<file path="config.mk">
export PLATFORM = sky130hd
export DESIGN_NAME = pattern_detector_mealy
export DESIGN_NICKNAME = d
export VERILOG_FILES = /design/src/rtl/pattern_detector_mealy.sv
export SDC_FILE = /design/constraint.sdc
export NUM_CORES = 1
export LEC_CHECK = 0
export ABC_AREA = 1
export BUFFER_PORTS_ARGS = -buffer_cell sky130_fd_sc_hd__buf_2
export CAP_MARGIN = 30
export CORE_MARGIN = 1
export CORE_UTILIZATION = 35
export CTS_BUF_LIST = sky130_fd_sc_hd__clkbuf_4 sky130_fd_sc_hd__clkbuf_8
export CTS_CLUSTER_DIAMETER = 120
export CTS_CLUSTER_SIZE = 24
export DETAILED_ROUTE_END_ITERATION = 6
export PLACE_DENSITY_LB_ADDON = 0.1
export SKIP_CTS_REPAIR_TIMING = 1
export SLEW_MARGIN = 20
export SYNTH_ARGS = -nofsm -noshare
export SYNTH_HDL_FRONTEND = slang
export SYNTH_SLANG_ARGS = --single-unit
</file>
<file path="constraint.sdc">
create_clock -name clk -period 2.4 [get_ports clk]
set_input_delay 0.12 -clock clk [delete_from_list [all_inputs] [get_ports clk]]
set_output_delay 0.12 -clock clk [all_outputs]
set_load 0.05 [all_outputs]
</file>
<file path="src/rtl/pattern_detector_mealy.sv">
// ---------------------------------------------------------------------------
// pattern_detector_mealy
//   Mealy serial pattern recogniser for one 1-bit stream. The pattern
//   (1..MAX_LEN bits) is programmable at runtime. With the default
//   parameters the block detects "1101" straight out of reset.
//
// Ports
//   clk          rising-edge clock
//   reset_n      asynchronous active-low reset
//   a            serial data bit
//   en           a is valid this cycle
//   overlap      1 = overlapping matches allowed, 0 = non-overlapping
//   cfg_load     load cfg_pattern/cfg_len this cycle (wins over en)
//   cfg_pattern  pattern; bit [L-1] is received first, bit [0] last
//   cfg_len      pattern length L (values above MAX_LEN are clamped)
//   clr_count    synchronous clear of match_count
//   match        combinational Mealy output from a/en/state
//   match_q      match delayed by one clock
//   match_count  saturating count of matches
//   cur_len      active pattern length
// ---------------------------------------------------------------------------
module pattern_detector_mealy #(
  parameter int                   MAX_LEN     = 8,
  parameter int                   LEN_W       = $clog2(MAX_LEN + 1),
  parameter int                   COUNT_W     = 16,
  parameter logic [MAX_LEN-1:0]   RST_PATTERN = 'b1101,
  parameter int                   RST_LEN     = 4
) (
  input  logic               clk,
  input  logic               reset_n,
  input  logic               a,
  input  logic               en,
  input  logic               overlap,
  input  logic               cfg_load,
  input  logic [MAX_LEN-1:0] cfg_pattern,
  input  logic [LEN_W-1:0]   cfg_len,
  input  logic               clr_count,
  output logic               match,
  output logic               match_q,
  output logic [COUNT_W-1:0] match_count,
  output logic [LEN_W-1:0]   cur_len
);

  localparam logic [LEN_W-1:0] LEN_MAX   = LEN_W'(MAX_LEN);
  localparam logic [LEN_W-1:0] FILL_MAX  = LEN_W'(MAX_LEN - 1);
  localparam logic [LEN_W-1:0] LEN_RESET = LEN_W'(RST_LEN);

  // Configuration and stream history.
  logic [MAX_LEN-1:0] pat;
  logic [LEN_W-1:0]   len;
  logic [MAX_LEN-2:0] hist;   // hist[0] is the most recently accepted bit
  logic [LEN_W-1:0]   fill;   // accepted bits counted toward the window

  logic               accept;
  logic [MAX_LEN-1:0] win;
  logic [MAX_LEN-1:0] mask;
  logic               fill_ok;
  logic               pat_eq;

  assign accept = en & ~cfg_load;
  assign win    = {hist, a};

  // Mask selects win[len-1:0]; len = 0 gives an empty mask.
  // NOTE: every variable written in always_comb gets a default first so no
  // path leaves it unassigned, which would otherwise infer a latch.
  always_comb begin
    mask = '0;
    for (int i = 0; i < MAX_LEN; i++) begin
      mask[i] = (LEN_W'(i) < len);
    end
  end

  // fill >= len-1, written as fill+1 >= len to avoid underflow at len = 0.
  assign fill_ok = ({1'b0, fill} + 1'b1) >= {1'b0, len};
  assign pat_eq  = ((win ^ pat) & mask) == '0;
  assign match   = accept & (len != '0) & fill_ok & pat_eq;

  assign cur_len = len;

  // Stream history and configuration.
  // NOTE: sequential state uses non-blocking assignments so every register
  // samples the pre-edge values regardless of statement order.
  always_ff @(posedge clk or negedge reset_n) begin
    if (!reset_n) begin
      pat  <= RST_PATTERN;
      len  <= LEN_RESET;
      hist <= '0;
      fill <= '0;
    end else if (cfg_load) begin
      pat  <= cfg_pattern;
      len  <= (cfg_len > LEN_MAX) ? LEN_MAX : cfg_len;
      hist <= '0;
      fill <= '0;
    end else if (en) begin
      hist <= win[MAX_LEN-2:0];
      // A non-overlapping match consumes its bits: the next match needs
      // len fresh bits. hist still shifts so the window stays aligned.
      if (match && !overlap) begin
        fill <= '0;
      end else if (fill < FILL_MAX) begin
        fill <= fill + 1'b1;
      end
    end
  end

  // Registered copy of match and the saturating counter.
  always_ff @(posedge clk or negedge reset_n) begin
    if (!reset_n) begin
      match_q     <= 1'b0;
      match_count <= '0;
    end else begin
      match_q <= match;
      if (cfg_load || clr_count) begin
        match_count <= '0;                 // clear wins over a coincident match
      end else if (match && !(&match_count)) begin
        match_count <= match_count + 1'b1;
      end
    end
  end

endmodule

</file>
==> impl_results.md <==
- Max clock buf depth: 2
- Share of layout cells above drive strength 1: 22.10%
- Part of the power in combinational logic: 17.9%
- Netlist cell types: 32
- Clock Tree Root: clkbuf_8
- Vias: 2064
- Syn_area_per_cell: 7.727 µm²
- GRT Total Usage: 16.88%
- Die area: 0.007112 mm²
- Skew final: 0.006243 ns
- Slew margin rel.: 65.89%
- Hold depth: 3
- CTS tree: built
- Vias in the first global route: 1949
- Iter 0 DRT Violations: 67
- Fin Setup TNS: 0 ns
- Clk pwr share: 32.1%
- Worst setup SP type: register
- Critical path fanouts, max: 5
- H-tree levels: 2
- Xor/xnor share of the synthesized area: 6.646%
- Synth area leaders: dfrtp_1 38%, nand2_1 14%, nand3_1 6.3%
- Clk sink count: 40
- Worst path slowest cell: dfrtp_1
- Seq/Total Area, Yosys: 42.41%
- Max Fclk: 439.5 MHz
- Crit-path max cell delay: 0.43 ns
- Final Cycle Share: 94.81%
- Adder-cell share of the synthesized area: 3.165%
- Post-synthesis mux area share: 0%
- Mapped Nets: 332
- Inserted Clock Buffers: 5
- Die W: 84.33 µm
- Most common cell on crit path: ha_1
- Final hold vios: 0
- Drt total wl: 5568 µm
- Most common cell after layout, fill and taps aside: nand2_1
- Core Area: 0.006459 mm²
- DR DRC count: 1
- Pins Over Slew Limit: 0
- GP Congestion: 0.7909
- Most frequent cells in the layout: 90 x nand2_1, 39 x buf_2, 36 x dfrtp_1
- Total global routing overflow: 0
- Post-DRT Antenna Nets: 0
- #FFs+latches synth: 40
- R2r worst-path depth: 11
- Leakage power: 1.445 nW
- Cell count after synthesis: 307
- Worst Max-Slew Pin Slew: 0.5116 ns
- Pwr Density: 520.0 mW/mm²
- Placed Instances: 420
- Syn. warnings: 0
- Critical Path RT: 2.28 ns
- Crit-path cells: ha_1 > xor2_1 > ha_1 > nand2_1 > inv_1 > a21oi_2 > buf_4 > nor4_4 > buf_6
- Outcome: finished, violations left
- Worst setup EP type: output pin
- Max VDD drop: 302.6 µV
- First-pass GRT wire length: 9446 µm
- Worst min path class: in2reg
- Net Sw Frac: 29.74%
- Initial antenna violation count: 0
- Post-synth top area share: 37.97%
- Failing checks: design-rule violations
- NumNets Final: 377
- Final Total Pwr: 1.460 mW
- Antenna cells: 0
- Final setup fails: 0
- DP Wirelength: 4103 µm
- DR pass1 iterations: 6
- CP Class: reg2out
- Routed vias/inst: 4.800
- Worst-path clk slew: 0.08 ns
- Synthesized cell area: 0.002372 mm²
- I/O pins: 41
- Critical path arrival: 2.16 ns
- Non-Filler Instances: 430
- Synthesis-to-layout area growth: 18.35%
- RSZ-0062 raised after global routing: no
- Starting Density: 36.73%
- Max-cap violations: 0
- Drt wl/cell: 12.95 µm
- Die Y: 84.33 µm
- I/O Buffers: 40
- Largest family of logic cells by synthesized area: simple AND/OR/NAND/NOR gates
- P_sw: 0.4342 mW
- Area leader, netlist: dfrtp_1
- FP Rows: 29
- Post-synthesis simple-gate area fraction: 32.28%
- Skew-Pair Late Insertion Delay: 0.29 ns
- Final min period: 2.275 ns
- Reg power frac: 50.1%
- Largest net degree at the start of global routing: 41
- Synth Area in Compound Gates: 7.753%
- P_int: 1.026 mW
==> stage by stage <==
step | area (µm²) | utilization, % | hold WS [ns] | setup WS, ns
6_report | 2808 | 43.47 | 0.01408 | 0.1245
2_1_floorplan | 2387 | - | -0.1756 | 0.2009
3_3_place_gp | 2659 | 41.17 | 0.3198 | 0.1833
5_1_grt | 2808 | 43.47 | 0.02986 | 0.005378
4_1_cts | 2751 | 42.60 | -0.007135 | 0.02353
3_5_place_dp | 2659 | 41.17 | 0.3187 | 0.09918
==> power groups by stage <==
stage	Sequential, mW	Combinational [mW]	Clock (mW)
floorplan	0.759	0.156	0
global placement	0.743	0.251	0
detailed placement	0.744	0.254	0
CTS	0.731	0.254	0.489
global route	0.734	0.299	0.516
finish	0.731	0.261	0.468
==> Yosys cell counts (all sizes together) <==
master,count
nand2,93
dfrtp,36
nand3,35
inv,34
nor2,33
o21ai,17
xor2,17
ha,6
nor3,6
o22ai,6
a21oi,4
buf,4
dfstp,4
clkbuf,3
nand4,2
a21o,1
a22o,1
clkinv,1
nor4,1
o211ai,1
or2,1
xnor2,1
==> critical path: cells and delay by family, from the launching register on <==
family	cells	cell delay, ns
adder cells (fa/ha/maj)	2	0.53
flip-flops	1	0.43
buffers and inverters	3	0.41
AND/OR/NAND/NOR	2	0.24
XOR/XNOR	1	0.19
AO/OA/AOI/OAI	1	0.06
==> path summary, 6_finish.rpt <==
path                                   to            from  slack [ns]
max                                 match         fill[0]        0.12
min                                pat[0]  cfg_pattern[0]        0.01
max reg2reg                match_count[1]         fill[0]        0.21
min reg2reg                        pat[0]          pat[0]        0.48
max in group asynchronous          pat[3]         reset_n        1.51
min in group asynchronous          pat[1]         reset_n        0.32
==> area by class of cell <==
class,instances,area [µm²]
Timing Repair Buffer,45,266.5
Clock buffer,6,82.58
Sequential cell,40,1006
Tap cell,77,96.34
Fill cell,666,3651
Clock inverter,2,10.01
Inverter,35,136.4
Multi-Input combinational cell,225,1210
==> cells by family after synthesis <==
group / count (synthesis)
flip-flops: 40
AND/OR/NAND/NOR: 171
adder cells (fa/ha/maj): 6
XOR/XNOR: 18
AO/OA/AOI/OAI: 30
buffers and inverters: 42
==> metal layers <==
| metal | up-vias | wire, µm | track usage [%] |
|---|---|---|---|
| met5 | - | 0 | 0 |
| met4 | 0 | 70 | 6.009 |
| met3 | 8 | 185 | 3.343 |
| met2 | 37 | 2474 | 26.30 |
| met1 | 951 | 2838 | 23.44 |
| li1 | 1068 | - | - |
==> registers in the layout, summed over array words and instances (netlist names) <==
| register | count |
|---|---|
| hist | 7 |
| fill | 4 |
| cur_len | 4 |
| match_count | 16 |
| pat | 8 |
| match_q | 1 |
Note: power is estimated with default switching activity, not from simulation.
